## config.mk

```make
export PLATFORM = sky130hd
export DESIGN_NAME = tiled_fetch_ctrl
export DESIGN_NICKNAME = d
export VERILOG_FILES = /design/src/rtl/tiled_fetch_pkg.sv /design/src/rtl/tiled_addr_gen.sv /design/src/rtl/tiled_fetch_ctrl.sv
export SDC_FILE = /design/constraint.sdc
export NUM_CORES = 1
export LEC_CHECK = 0
export ABC_AREA = 1
export CELL_PAD_IN_SITES_DETAIL_PLACEMENT = 1
export CELL_PAD_IN_SITES_GLOBAL_PLACEMENT = 2
export CORE_AREA = 2 2 211 213
export DETAILED_ROUTE_END_ITERATION = 16
export DIE_AREA = 0 0 213 215
export DONT_BUFFER_PORTS = 1
export PLACE_DENSITY_LB_ADDON = 0.1
export SYNTH_ARGS = -nofsm -noshare
export SYNTH_HDL_FRONTEND = slang
export SYNTH_SLANG_ARGS = --single-unit
```

## constraint.sdc

```tcl
create_clock -name clk -period 12.3 [get_ports clk]
set_input_delay 3.075 -clock clk [delete_from_list [all_inputs] [get_ports clk]]
set_output_delay 3.075 -clock clk [all_outputs]
set_load 0.005 [all_outputs]
```

## src/rtl/tiled_fetch_pkg.sv

```systemverilog
// Shared constants, FSM state and tiling-mode encodings for the tiled fetch controller.
package tiled_fetch_pkg;

    localparam int unsigned WORDS_PER_ROW    = 24;
    localparam int unsigned ROW_BAND_TILES   = 16;
    localparam int unsigned COL_STRIPE_TILES = 6;
    localparam int unsigned ROW_BAND_WORDS   = 768;
    localparam int unsigned COL_STRIPE_WORDS = 2048;

    typedef enum logic [1:0] {
        StIdle,
        StFetch,
        StDrain,
        StDone
    } fetch_state_e;

    typedef enum logic {
        ModeColStripe = 1'b0,
        ModeRowBand   = 1'b1
    } tile_mode_e;

    function automatic int unsigned calc_words_per_row(input int unsigned cols,
                                                       input int unsigned bits,
                                                       input int unsigned data_width);
        return (cols * bits) / data_width;
    endfunction

    function automatic int unsigned calc_tiles(input int unsigned extent,
                                               input int unsigned tile_size);
        return extent / tile_size;
    endfunction

endpackage

```

## src/rtl/tiled_addr_gen.sv

```systemverilog
// Tile/row/column counters, ping-pong bank bit and last-address/last-tile detection.
module tiled_addr_gen
    import tiled_fetch_pkg::*;
#(
    parameter int unsigned ADDR_WIDTH       = 16,
    parameter int unsigned WPR              = WORDS_PER_ROW,
    parameter int unsigned ORIGINAL_ROWS    = 512,
    parameter int unsigned TILE_ROWS        = 32,
    parameter int unsigned TILE_COL_WORDS   = 4,
    parameter int unsigned ROW_TILES        = ROW_BAND_TILES,
    parameter int unsigned COL_TILES        = COL_STRIPE_TILES,
    parameter int unsigned BANK_OFFSET      = 12288
) (
    input  logic                  clk,
    input  logic                  rst,
    input  logic                  clear,
    input  logic                  start,
    input  logic                  step,
    input  logic                  advance,
    input  tile_mode_e            mode,
    input  logic                  bank_en,
    output logic [ADDR_WIDTH-1:0] addr,
    output logic                  last_addr,
    output logic                  last_tile
);

    localparam logic [ADDR_WIDTH-1:0] ONE           = ADDR_WIDTH'(1);
    localparam logic [ADDR_WIDTH-1:0] WPR_A         = ADDR_WIDTH'(WPR);
    localparam logic [ADDR_WIDTH-1:0] TILE_ROWS_A   = ADDR_WIDTH'(TILE_ROWS);
    localparam logic [ADDR_WIDTH-1:0] TILE_COLS_A   = ADDR_WIDTH'(TILE_COL_WORDS);
    localparam logic [ADDR_WIDTH-1:0] BANK_A        = ADDR_WIDTH'(BANK_OFFSET);
    localparam logic [ADDR_WIDTH-1:0] BAND_ROW_LAST = ADDR_WIDTH'(TILE_ROWS - 1);
    localparam logic [ADDR_WIDTH-1:0] BAND_COL_LAST = ADDR_WIDTH'(WPR - 1);
    localparam logic [ADDR_WIDTH-1:0] STRP_ROW_LAST = ADDR_WIDTH'(ORIGINAL_ROWS - 1);
    localparam logic [ADDR_WIDTH-1:0] STRP_COL_LAST = ADDR_WIDTH'(TILE_COL_WORDS - 1);
    localparam logic [ADDR_WIDTH-1:0] ROW_TILE_LAST = ADDR_WIDTH'(ROW_TILES - 1);
    localparam logic [ADDR_WIDTH-1:0] COL_TILE_LAST = ADDR_WIDTH'(COL_TILES - 1);

    logic [ADDR_WIDTH-1:0] tile_q, row_q, col_q;
    logic [ADDR_WIDTH-1:0] row_last, col_last, base_row, base_col, bank_base;
    logic                  pp_q, last_col;

    always_comb begin
        if (mode == ModeRowBand) begin
            row_last  = BAND_ROW_LAST;
            col_last  = BAND_COL_LAST;
            base_row  = tile_q * TILE_ROWS_A;
            base_col  = '0;
            last_tile = (tile_q == ROW_TILE_LAST);
        end else begin
            row_last  = STRP_ROW_LAST;
            col_last  = STRP_COL_LAST;
            base_row  = '0;
            base_col  = tile_q * TILE_COLS_A;
            last_tile = (tile_q == COL_TILE_LAST);
        end
        bank_base = (bank_en && pp_q) ? BANK_A : '0;
        addr      = bank_base + (base_row + row_q) * WPR_A + base_col + col_q;
        last_col  = (col_q == col_last);
        last_addr = last_col && (row_q == row_last);
    end

    always_ff @(posedge clk) begin
        if (rst) begin
            tile_q <= '0;
            pp_q   <= 1'b0;
            row_q  <= '0;
            col_q  <= '0;
        end else begin
            if (clear) begin
                tile_q <= '0;
                pp_q   <= 1'b0;
            end else if (advance) begin
                tile_q <= last_tile ? '0 : tile_q + ONE;
                if (bank_en) begin
                    pp_q <= ~pp_q;
                end
            end

            if (start) begin
                row_q <= '0;
                col_q <= '0;
            end else if (step) begin
                if (last_col) begin
                    col_q <= '0;
                    row_q <= row_q + ONE;
                end else begin
                    col_q <= col_q + ONE;
                end
            end
        end
    end

endmodule

```

## src/rtl/tiled_fetch_ctrl.sv

```systemverilog
// Tiled BRAM fetch controller: FSM, read-latency valid/last pipeline and buffer routing.
// Define FETCH_CHECKSUM_EN to add the fetch_checksum output.
module tiled_fetch_ctrl
    import tiled_fetch_pkg::*;
#(
    parameter int unsigned ADDR_WIDTH       = 16,
    parameter int unsigned DATA_WIDTH       = 256,
    parameter int unsigned NUM_BITS         = 8,
    parameter int unsigned ORIGINAL_ROWS    = 512,
    parameter int unsigned ORIGINAL_COLUMNS = 768,
    parameter int unsigned TILE_ROWS        = 32,
    parameter int unsigned TILE_COL_WORDS   = 4,
    parameter int unsigned NUM_BUFFERS      = 4,
    parameter int unsigned READ_LATENCY     = 1,
    parameter int unsigned BANK_OFFSET      = 12288
) (
    input  logic                  clk,
    input  logic                  rst,
    input  logic                  start_fetch,
    input  logic                  reset_addr_counter,
    input  logic                  tiles_control,
    input  logic                  double_buffering,
    input  logic [(NUM_BUFFERS > 1 ? $clog2(NUM_BUFFERS) : 1)-1:0] buffer_select,
    input  logic                  stall,
    input  logic [DATA_WIDTH-1:0] bram_doutb,
    output logic                  enb,
    output logic [ADDR_WIDTH-1:0] addrb,
    output logic [DATA_WIDTH-1:0] fetch_data,
    output logic                  fetch_valid,
    output logic [NUM_BUFFERS-1:0] buf_we,
    output logic                  tile_last,
    output logic                  busy,
    output logic                  fetch_done,
    output logic                  all_tiles_done
`ifdef FETCH_CHECKSUM_EN
    ,
    output logic [31:0]           fetch_checksum
`endif
);

    localparam int unsigned SEL_W     = NUM_BUFFERS > 1 ? $clog2(NUM_BUFFERS) : 1;
    localparam int unsigned WPR       = calc_words_per_row(ORIGINAL_COLUMNS, NUM_BITS,
                                                           DATA_WIDTH);
    localparam int unsigned ROW_TILES = calc_tiles(ORIGINAL_ROWS, TILE_ROWS);
    localparam int unsigned COL_TILES = calc_tiles(WPR, TILE_COL_WORDS);
    localparam logic [1:0]  DRAIN_END = 2'(READ_LATENCY - 1);

    fetch_state_e            state_q, state_d;
    tile_mode_e              mode_q;
    logic                    db_q;
    logic [SEL_W-1:0]        sel_q;
    logic [1:0]              drain_cnt_q;
    logic [READ_LATENCY-1:0] valid_pipe_q, last_pipe_q;
    logic                    all_done_q;
    logic                    accept, clear, last_addr, last_tile;
    logic [ADDR_WIDTH-1:0]   gen_addr;

    // A start in IDLE is the only accepted start; counter clears are likewise IDLE-only.
    assign accept = (state_q == StIdle) && start_fetch;
    assign clear  = (state_q == StIdle) && reset_addr_counter;

    tiled_addr_gen #(
        .ADDR_WIDTH    (ADDR_WIDTH),
        .WPR           (WPR),
        .ORIGINAL_ROWS (ORIGINAL_ROWS),
        .TILE_ROWS     (TILE_ROWS),
        .TILE_COL_WORDS(TILE_COL_WORDS),
        .ROW_TILES     (ROW_TILES),
        .COL_TILES     (COL_TILES),
        .BANK_OFFSET   (BANK_OFFSET)
    ) u_addr_gen (
        .clk      (clk),
        .rst      (rst),
        .clear    (clear),
        .start    (accept),
        .step     (enb),
        .advance  (state_q == StDone),
        .mode     (mode_q),
        .bank_en  (db_q),
        .addr     (gen_addr),
        .last_addr(last_addr),
        .last_tile(last_tile)
    );

    always_comb begin
        state_d    = state_q;
        enb        = 1'b0;
        fetch_done = 1'b0;
        busy       = 1'b1;
        unique case (state_q)
            StIdle: begin
                busy = 1'b0;
                if (start_fetch) begin
                    state_d = StFetch;
                end
            end
            StFetch: begin
                enb = !stall;
                if (enb && last_addr) begin
                    state_d = StDrain;
                end
            end
            StDrain: begin
                if (drain_cnt_q == DRAIN_END) begin
                    state_d = StDone;
                end
            end
            StDone: begin
                fetch_done = 1'b1;
                state_d    = StIdle;
            end
            default: state_d = StIdle;
        endcase
    end

    always_ff @(posedge clk) begin
        if (rst) begin
            state_q      <= StIdle;
            mode_q       <= ModeColStripe;
            db_q         <= 1'b0;
            sel_q        <= '0;
            drain_cnt_q  <= '0;
            valid_pipe_q <= '0;
            last_pipe_q  <= '0;
            all_done_q   <= 1'b0;
        end else begin
            state_q <= state_d;
            if (accept) begin
                mode_q <= tile_mode_e'(tiles_control);
                db_q   <= double_buffering;
                sel_q  <= buffer_select;
            end
            drain_cnt_q <= (state_q == StDrain) ? drain_cnt_q + 2'd1 : 2'd0;

            valid_pipe_q[0] <= enb;
            last_pipe_q[0]  <= enb && last_addr;
            for (int i = 1; i < READ_LATENCY; i++) begin
                valid_pipe_q[i] <= valid_pipe_q[i-1];
                last_pipe_q[i]  <= last_pipe_q[i-1];
            end

            if (clear || accept) begin
                all_done_q <= 1'b0;
            end else if (state_q == StDone && last_tile) begin
                all_done_q <= 1'b1;
            end
        end
    end

    assign fetch_valid    = valid_pipe_q[READ_LATENCY-1];
    assign tile_last      = last_pipe_q[READ_LATENCY-1];
    assign fetch_data     = fetch_valid ? bram_doutb : '0;
    assign addrb          = enb ? gen_addr : '0;
    assign all_tiles_done = all_done_q;

    always_comb begin
        buf_we = '0;
        if (fetch_valid) begin
            buf_we[sel_q] = 1'b1;
        end
    end

`ifdef FETCH_CHECKSUM_EN
    logic [31:0] csum_q, word_fold;

    always_comb begin
        word_fold = '0;
        for (int i = 0; i < DATA_WIDTH / 32; i++) begin
            word_fold = word_fold ^ bram_doutb[i*32 +: 32];
        end
    end

    always_ff @(posedge clk) begin
        if (rst || accept) begin
            csum_q <= '0;
        end else if (fetch_valid) begin
            csum_q <= csum_q ^ word_fold;
        end
    end

    assign fetch_checksum = csum_q;
`endif

endmodule

```

==> results.md, run 1 <==
* Area share of the largest cell type after synthesis at 20.7%
* Cts hold-fix bufs at 0
* Gr usage total at 16.8%
* Reg2reg setup slack at 9.62 ns
* Max Fclk at 113 MHz
* Ys flop type: dfxtp_1
* Final Hold Fails at 0
* Pin count of the biggest net entering global routing at 79
* Detailed router's first-iteration violation count at 262
* # IOs at 547
* CTS H-tree lvls at 3
* CTS Buf Count at 9
* Post-Syn Area at 7410 um^2
* Post-layout min period at 8.85 ns
* Yosys reg bits at 60
* DR vias at 7739
* Tightest Hold Check Type: flip-flop to flip-flop
* Unique masters post-synth at 52
* DRT antenna net count at 0
* Area Growth Syn to Fin at 12.4%
* Dominant cell type by area after synthesis: nand2_1
* Max_slew headroom at 36.6%
* Setup crit end kind: primary output
* Share of the yosys chip area belonging to registers at 16.2%
* Drt pass-1 iters at 5
* Leak at 5.38 nW
* Hold Path Origin: drain_cnt_q[0]
* Vias in the first global route at 7764
* Syn_area_per_cell at 5.64 um^2
* Worst-case reg-to-reg path depth at 10
* Clock sinks at 60
* Async S/R FF share, synth at 0%
* Synth Warn # at 0
* Die X at 213 um
* Worst Path Arrival at 5.77 ns
* # DRC at 0
* RePlAce Congestion at 0.906
* Critical Path Fanout Max at 20
* Fraction of layout cells with a size suffix above 1 at 5.26%
* RSZ-0062 raised after global routing: no
* Post-DP HPWL at 35.7 mm
* Die Height at 215 um
* WL final at 40.3 mm
* First-pass GRT wire length at 55.1 mm
* Buf/Inv on CP at 4
* GRT overflow at 0
* Clock Skews at 0.0109 ns
* Initial core utilization at 17.0%
* Synth area leaders: nand2_1 (21%), inv_1 (20%), dfxtp_1 (16%), ha_1 (8.8%), fa_1 (4.6%)
* Setup crit start kind: flip-flop
* Longest Clk Path Bufs at 2
* Post-CTS sizing at 0
* Slowest stage delay, CP at 0.84 ns
* Status: complete, no violations
* Die area at 45800 um^2
* Num rows at 77
* Root Driver: clkbuf_16
* Final nets at 1621
* Worst-Margin Slew at 0.950 ns
* Worst Hold End: drain_cnt_q[0]
* Power per cell area at 89.1 nW/um^2
* Max-slew violation count at 0
* Delay-heaviest family, CP: adder cells
* Gate Count Post-Synth at 1312
* Placed insts at 1868
* Drt via density at 4.10
* Reg-to-reg critical path endpoint: state_q[0]
* Clock slew at reported path FFs at 0.06 ns
* Max Cap Viol at 0
* Port bufs at 0
* EDFF count, synth at 0
* CTS tree: built
* Post-CTS Setup Bufs at 0
* Hold Worst Slack at 0.422 ns
* Synth Net Count at 1646
* Crit share post-route at 71.9%
* Critical path required time at 9.22 ns
* Reg2reg start: u_addr_gen.row_q[0]
* Slowest cell on the critical path: dfxtp_1
* Fill cells at 5599
* Non-Filler Instances at 1889
* Final TNS setup at 0 ns
* Final setup violation count at 0
* Clock latency at the later pin of the worst-skew pair at 0.34 ns
* Kind of critical path: flip-flop to primary output
* WL/cell at 21.3 um
* Core area at 43600 um^2
* Worst Hold Depth at 1
* Max rail drop VDD at 0.0000593 V
* Initial antenna violation count at 9
==> state kept, by name (all words and copies together), names as in the netlist, 2 cells and up <==
register	flops
u_addr_gen.row_q	16
u_addr_gen.col_q	16
state_q	2
drain_cnt_q	2
u_addr_gen.tile_q	16
sel_q	2
==> Yosys cell counts, drive strengths merged, types with 4 or more instances <==
library cell	count
a21oi	62
buf	10
clkbuf	30
dfxtp	60
fa	17
ha	52
inv	404
nand2	411
nand3	41
nand4	23
nor2	74
nor3	26
nor3b	4
nor4	11
o21ai	31
or2	4
xnor2	7
xor2	24
==> cells by family after synthesis <==
kind of cell | synth area share (%)
DFF | 16.2
adders and majority gates | 13.4
xor gates and xnor gates | 3.77
AOI/OAI and AO/OA | 8.23
and+or+nand+nor | 35.3
buffers and inverters | 23.1
==> layer usage <==
layer / GRT usage (%) / routed length, um / vias up
met5: 0 / 0 / -
met2: 30.1 / 20300 / 346
met3: 4.05 / 2770 / 33
met4: 5.59 / 985 / 0
li1: - / - / 3782
met1: 19.4 / 16200 / 3578
==> where the power goes <==
group	total, mW	internal [mW]	switching (mW)
Clock	0.279	0.182	0.0970
Combinational	0.236	0.0521	0.184
Sequential	0.226	0.204	0.0213
==> through the flow <==
| stage | cell area, um^2 | util (%) | worst slack [ns] | power [mW] |
|---|---|---|---|---|
| after floorplan | 7410 | - | 4.46 | 0.388 |
| after global placement | 7990 | 18.3 | 3.94 | 0.475 |
| after detailed placement | 7990 | 18.3 | 3.71 | 0.474 |
| after CTS | 8310 | 19.0 | 3.34 | 0.764 |
| after global routing | 8320 | 19.1 | 2.90 | 0.797 |
| final | 8320 | 19.1 | 3.45 | 0.741 |
==> layout make-up <==
type                    instances  area [um^2]  share of cell area, %
well taps                     592          741                   8.90
diodes                          5         12.5                  0.150
repair buffers                  4         30.0                  0.361
clock inverters                 5         75.1                  0.902
flip-flops and latches         60         1200                   14.5
clock buffers                  11          243                   2.92
inverters                     405         1520                   18.3
multi-input cells             807         4490                   54.0
==> cells in the final DEF (no fill, tap or decap), types with 2 or more instances in the layout <==
cell and n:
buf_4 4, clkbuf_16 9, nand3_1 35, nand3_2 5, nand2_2 2, and3_1 3
a221oi_1 2, nor2_2 8, o21a_1 2, nor4_4 2, diode_2 5, clkinv_2 3
o21bai_1 2, inv_2 11, o2111ai_1 2, nor2_4 3, nand4_1 21, nor4_1 8
xnor2_1 6, a21oi_1 61, o21ai_0 25, o21ai_1 5, bufinv_16 2, inv_1 392
xor2_1 24, nor3_1 24, ha_1 52, o221ai_1 2, nor3b_1 3, a31oi_1 2
fa_1 17, nor2_1 63, nor3_2 2, or2_2 3, dfxtp_1 59, nand2_1 408
==> worst max path at each step <==
| stage | from | end | slack [ns] | cells after the start |
|---|---|---|---|---|
| 2_1_floorplan | mode_q | addrb[14] | 4.46 | 27 |
| 3_3_place_gp | mode_q | addrb[14] | 3.94 | 25 |
| 3_5_place_dp | mode_q | addrb[14] | 3.71 | 25 |
| 4_1_cts | mode_q | addrb[14] | 3.34 | 25 |
| 5_1_grt | mode_q | addrb[14] | 2.90 | 25 |
| 6_report | mode_q | addrb[14] | 3.45 | 25 |
No activity file was read; power rests on OpenSTA's default activity.
==> run 2: changes to the inputs <==
Settings changed: CORE_AREA 2 2 211 213 to 2 2 212 214, DIE_AREA 0 0 213 215 to 0 0 214 216.
Clock period 12.3 ns to 8.84 ns, I/O delays scaled along.
==> results.md, run 2 (synthesis results as in run 1) <==
* Post-DP HPWL at 35.2 mm (-1.3%)
* # DRC at 0 (unchanged)
* CTS Buf Count at 9 (unchanged)
* Clock latency at the later pin of the worst-skew pair at 0.35 ns (about the same)
* Most frequent cells in the layout: nand2_1 (408), inv_1 (392), nor2_1 (63)
* GRT overflow at 0 (unchanged)
* Initial core utilization at 16.9% (-0.075 points)
* RePlAce Congestion at 0.962 (+6.1%)
* Clock sinks at 60 (unchanged)
* Area Growth Syn to Fin at 12.5%
* First-pass GRT wire length at 55.4 mm (+0.65%)
* Max-slew violation count at 0 (unchanged)
* Pin count of the biggest net entering global routing at 195 (+150%)
* Status: complete, no violations
* Post-CTS sizing at 0 (unchanged)
* DR vias at 7755 (+0.21%)
* Final Hold Fails at 0 (unchanged)
* Root Driver: clkbuf_16
* Crit share post-route at 86.1%
* Setup crit start kind: flip-flop
* Post-layout min period at 7.61 ns
* Gr usage total at 16.4% (-0.40 points)
* Clock slew at reported path FFs at 0.06 ns (about the same)
* Die Height at 216 um (+0.47%)
* Sw power at 0.434 mW (+43%)
* Critical path required time at 6.63 ns (-2.59 ns)
* CTS H-tree lvls at 3 (unchanged)
* Int Pwr at 0.603 mW (+37%)
* # IOs at 547 (unchanged)
* Most common cell after layout, fill and taps aside: nand2_1
* Seq pwr share at 30.0% (-0.4 points)
* Post-DP Area at 8000 um^2 (about the same)
* Multi-input logic area at 4490 um^2 (unchanged)
* Fraction of layout cells with a size suffix above 1 at 5.27% (about the same)
* Power per cell area at 124 nW/um^2 (+40%)
* Max_slew headroom at 38.3% (+1.7 points)
* Max rail drop VDD at 0.0000769 V (+30%)
* Worst-Margin Slew at 0.925 ns (-0.0253 ns)
* Clock Skews at 0.0104 ns (-0.000584 ns)
* Cts hold-fix bufs at 0 (unchanged)
* Sw frac at 41.9% (+1.0 points)
* Initial antenna violation count at 17 (+8)
* Drt via density at 4.11 (+0.21%)
* Num rows at 77 (unchanged)
* Detailed router's first-iteration violation count at 314 (+20%)
* Max Cap Viol at 0 (unchanged)
* Kind of critical path: flip-flop to primary output
* RSZ-0062 raised after global routing: no
* Comb pwr share at 32.0% (about the same)
* Critical Path Fanout Max at 12 (-40%)
* Die X at 214 um (+0.47%)
* Core area at 43800 um^2 (+0.44%)
* Vias in the first global route at 7819 (+0.71%)
* DRT antenna net count at 0 (unchanged)
* Drt pass-1 iters at 5 (unchanged)
* Design Area, Final at 8330 um^2 (+0.14%)
* WL final at 39.9 mm (-0.98%)
* Final setup violation count at 0 (unchanged)
* Fill cells at 5557 (-0.75%)
* Clock network power share at 38.0% (+0.4 points)
* Setup crit end kind: primary output
* Longest Clk Path Bufs at 2 (unchanged)
* Top Registers: u_addr_gen.col_q: 16 flops, u_addr_gen.row_q: 16 flops, u_addr_gen.tile_q: 16 flops
* Post-CTS Setup Bufs at 0 (unchanged)
* Die area at 46200 um^2 (+0.94%)
* CTS tree: built
* Worst Path Arrival at 5.40 ns (-0.37 ns)
* Reg area at 1200 um^2 (unchanged)
* Final nets at 1620 (-0.062%)
* Max Fclk at 131 MHz
* Final TNS setup at 0 ns (unchanged)
* WL/cell at 21.1 um (-0.98%)
* Port bufs at 0 (unchanged)
* Leak at 5.37 nW (-0.24%)
* Tightest Hold Check Type: flip-flop to flip-flop
[run 2: power by group through the flow]
stage / clock network [mW] / logic, mW / registers, mW
6_report: 0.394 / 0.332 / 0.311
5_1_grt: 0.418 / 0.378 / 0.315
2_1_floorplan: 0 / 0.242 / 0.299
4_1_cts: 0.408 / 0.342 / 0.311
3_3_place_gp: 0 / 0.344 / 0.317
3_5_place_dp: 0 / 0.341 / 0.318
[run 2: cell type report]
class / count / share of cell area, %
Multi-Input combinational cell: 807 / 53.9
Inverter: 405 / 18.3
Sequential cell: 60 / 14.5
Tap cell: 592 / 8.89
Clock buffer: 11 / 3.17
Clock inverter: 5 / 0.691
Timing Repair Buffer: 3 / 0.420
Antenna cell: 6 / 0.180
[run 2: final timing paths]
path	cells past startpoint	start	endpoint	slack, ns
min	1	drain_cnt_q[0]	drain_cnt_q[0]	0.42
max reg2reg	11	u_addr_gen.row_q[0]	state_q[0]	6.09
min reg2reg	1	drain_cnt_q[0]	drain_cnt_q[0]	0.42
max	25	mode_q	addrb[15]	1.23
[run 2: critical path, stage by stage (launching register included)]
cell and delay, ns:
dfxtp_1 0.56, nand2_1 0.09, inv_1 0.08, ha_1 0.17, inv_1 0.06, fa_1 0.43, xnor2_2 0.25, ha_1 0.34
nand2_1 0.09, nor2_1 0.04, nand3_1 0.07, nand3_1 0.14, nand4_1 0.16, nand2_1 0.07, xor2_1 0.16, fa_1 0.53
inv_1 0.05, fa_1 0.50, inv_1 0.04, ha_1 0.37, nand4_1 0.15, nor3_1 0.19, a21oi_1 0.12, nand3_1 0.12
nand2_1 0.05, nor2_1 0.20
[run 2: routing by layer]
layer / GRT usage, % / up-vias / share of wire (%)
met1: 18.2 / 3552 / 39
met5: 0 / - / 0.033
met3: 4.16 / 59 / 6.3
met4: 6.48 / 2 / 3.6
li1: - / 3791 / -
met2: 30.0 / 351 / 51
[run 2: per-stage QoR]
step | hold slack (ns) | power [mW] | instances | util (%) | setup slack (ns)
final | 0.423 | 1.04 | 1889 | 19.0 | 1.23
after global routing | 0.442 | 1.11 | 1889 | 19.0 | 0.703
after CTS | 0.425 | 1.06 | 1883 | 19.0 | 1.12
after detailed placement | 0.413 | 0.659 | 1867 | 18.2 | 1.51
after global placement | 0.413 | 0.661 | 1867 | 18.2 | 1.65
after floorplan | 0.398 | 0.541 | 1312 | - | 1.86
==> run 3: changes to the inputs <==
Settings changed: CORE_AREA 2 2 212 214 to 2 2 211 213, DIE_AREA 0 0 214 216 to 0 0 213 215.
Clock period 8.84 ns to 6.7 ns, I/O delays scaled along.
==> results.md, run 3 (synthesis results as in run 1) <==
* Status: complete, no violations
* CTS tree: built
* Sw frac at 40.1% (-1.8 points)
* Clock network power share at 39.4% (+1.4 points)
* Worst-case reg-to-reg path depth at 11 (unchanged)
* Hold Worst Slack at 0.419 ns (-0.00457 ns)
* Die Height at 215 um (-0.46%)
* Post-DP Area at 8030 um^2 (+0.47%)
* Root Driver: clkbuf_16
* Area Growth Syn to Fin at 16.6%
* RePlAce Congestion at 0.880 (-8.5%)
* Worst Path Arrival at 4.77 ns (-0.63 ns)
* Detailed router's first-iteration violation count at 269 (-14%)
* Reg2reg setup slack at 4.08 ns (-2.01 ns)
* Final Hold Fails at 0 (unchanged)
* Initial core utilization at 17.0% (+0.075 points)
* Power per cell area at 165 nW/um^2 (+32%)
* # IOs at 547 (unchanged)
* Reg2reg start: u_addr_gen.row_q[0]
* Hold Path Origin: drain_cnt_q[0]
* Max rail drop VDD at 0.000121 V (+58%)
* Core area at 43600 um^2 (-0.44%)
* Seq pwr share at 28.8% (-1.2 points)
* Met1 WL at 16.6 mm (+7.0%)
* Int Pwr at 0.851 mW (+41%)
* Max-slew violation count at 0 (unchanged)
* Port bufs at 0 (unchanged)
* Comb pwr share at 31.8% (-0.2 points)
* Tightest Hold Check Type: flip-flop to flip-flop
* Pre-CTS setup slack at 0.0945 ns (-1.42 ns)
* Crit share post-route at 96.2%
* Setup crit end kind: primary output
* Critical path required time at 5.03 ns (-1.60 ns)
* RSZ-0062 raised after global routing: yes
* Reg-to-reg critical path endpoint: state_q[0]
* Fraction of layout cells with a size suffix above 1 at 8.81% (+3.5 points)
* Num rows at 77 (unchanged)
* Post-DP HPWL at 36.0 mm (+2.1%)
* DR vias at 7836 (+1.0%)
* DRT antenna net count at 0 (unchanged)
* Uppermost layer routed: met4
* Kind of critical path: flip-flop to primary output
* Die X at 213 um (-0.47%)
* WL/cell at 21.6 um (+2.4%)
* Design Area, Final at 8640 um^2 (+3.7%)
* Sw power at 0.570 mW (+31%)
* Pwr Total at 1.42 mW (+37%)
* Max_slew headroom at 36.7% (-1.6 points)
* Slowest cell on the critical path: fa_2
* WL met3 at 2.72 mm (+9.2%)
* Post-layout min period at 6.45 ns
* Final WS setup at 0.255 ns (-0.973 ns)
* Worst Hold Depth at 1 (unchanged)
* WL final at 41.1 mm (+3.1%)
* Worst-Margin Slew at 0.949 ns (+0.0239 ns)
* Setup crit start kind: flip-flop
* Most frequent CP cell: inv_1
* Drt pass-1 iters at 4 (-1)
* Slowest stage delay, CP at 0.54 ns (-0.02 ns)
* # DRC at 0 (unchanged)
* Gr usage total at 17.0% (+0.62 points)
* Drt via density at 4.12 (+0.35%)
* Pin count of the biggest net entering global routing at 154 (-21%)
* Initial antenna violation count at 10 (-7)
* Die area at 45800 um^2 (-0.93%)
* Cts hold-fix bufs at 0 (unchanged)
* Final setup violation count at 0 (unchanged)
* Most common cell after layout, fill and taps aside: nand2_1
* Most frequent cells in the layout: nand2_1 (406), inv_1 (390), nor2_1 (62)
* Critical Path Fanout Max at 5 (-7)
* Max Cap Viol at 0 (unchanged)
* Clock latency at the later pin of the worst-skew pair at 0.35 ns (about the same)
* Clock sinks at 60 (unchanged)
* Final nets at 1636 (+0.99%)
* Max Fclk at 155 MHz
* CTS H-tree lvls at 3 (unchanged)
* CTS Buf Count at 9 (unchanged)
* Longest Clk Path Bufs at 2 (unchanged)
* Leak at 5.46 nW (+1.6%)
* Clock Skews at 0.0137 ns (+0.00337 ns)
* Routed length on met2 at 20.6 mm (+1.1%)
* Vias in the first global route at 7876 (+0.73%)
* Worst Hold End: drain_cnt_q[0]
* Top Registers: u_addr_gen.col_q: 16 flops, u_addr_gen.row_q: 16 flops, u_addr_gen.tile_q: 16 flops
* GRT overflow at 0 (unchanged)
* First-pass GRT wire length at 55.8 mm (+0.65%)
* Clock slew at reported path FFs at 0.06 ns (about the same)
-- run 3: changes by cell type in the layout (fill, tap and decap cells not counted), sizes merged --
cell	previous run	this run
buf	3	19
clkinvlp	3	0
bufinv	1	3
diode	6	4
clkbuf	11	10
clkinv	2	3
-- run 3: how the worst max path moves through the flow --
stage                    startpoint        end  cells past startpoint  slack [ns]
2_1_floorplan                mode_q  addrb[14]                     27        0.26
3_3_place_gp   u_addr_gen.tile_q[0]  addrb[14]                     25        0.24
3_5_place_dp   u_addr_gen.tile_q[0]  addrb[14]                     25        0.09
4_1_cts                      mode_q  addrb[15]                     23        0.02
5_1_grt                      mode_q  addrb[15]                     23       -0.05
6_report                     mode_q  addrb[14]                     25        0.25
-- run 3: power groups by stage --
stage,Sequential (mW),Combinational (mW),Clock (mW)
2_1_floorplan,0.394,0.319,0
3_3_place_gp,0.416,0.465,0
3_5_place_dp,0.417,0.460,0
4_1_cts,0.409,0.462,0.581
5_1_grt,0.414,0.516,0.595
6_report,0.409,0.452,0.560
-- run 3: cell type report --
class	instances	area (um^2)
Antenna cell	4	10.0
Clock buffer	10	239
Clock inverter	5	100
Fill cell	5542	35000
Inverter	405	1520
Multi-Input combinational cell	807	4650
Sequential cell	60	1210
Tap cell	592	741
Timing Repair Buffer	19	159
-- run 3: what timing repair did --
item,in CTS,in global routing
resized for setup,6,32
pin swaps,2,13
setup buffers,1,10
endpoints found under the setup margin,2,3
-- run 3: per-layer routing --
layer | vias up | GRT usage [%]
met4 | 0 | 6.18
met1 | 3643 | 19.5
met5 | - | 0
met3 | 41 | 4.30
met2 | 336 | 30.3
li1 | 3816 | -
-- run 3: stage by stage --
step | std cells | TNS, ns | utilization, %
3_5_place_dp | 1872 | 0 | 18.4
4_1_cts | 1888 | 0 | 19.3
3_3_place_gp | 1872 | 0 | 18.4
6_report | 1902 | 0 | 19.8
2_1_floorplan | 1312 | 0 | -
5_1_grt | 1900 | -0.0862 | 19.8
-- run 3: critical path: cells and delay by family, from the launching register on --
family | cells | cell delay [ns]
DFF | 1 | 0.36
buffers and inverters | 5 | 0.28
adders and majority gates | 6 | 2.32
xor gates and xnor gates | 1 | 0.08
and+or+nand+nor | 10 | 1.03
AOI/OAI and AO/OA | 3 | 0.35
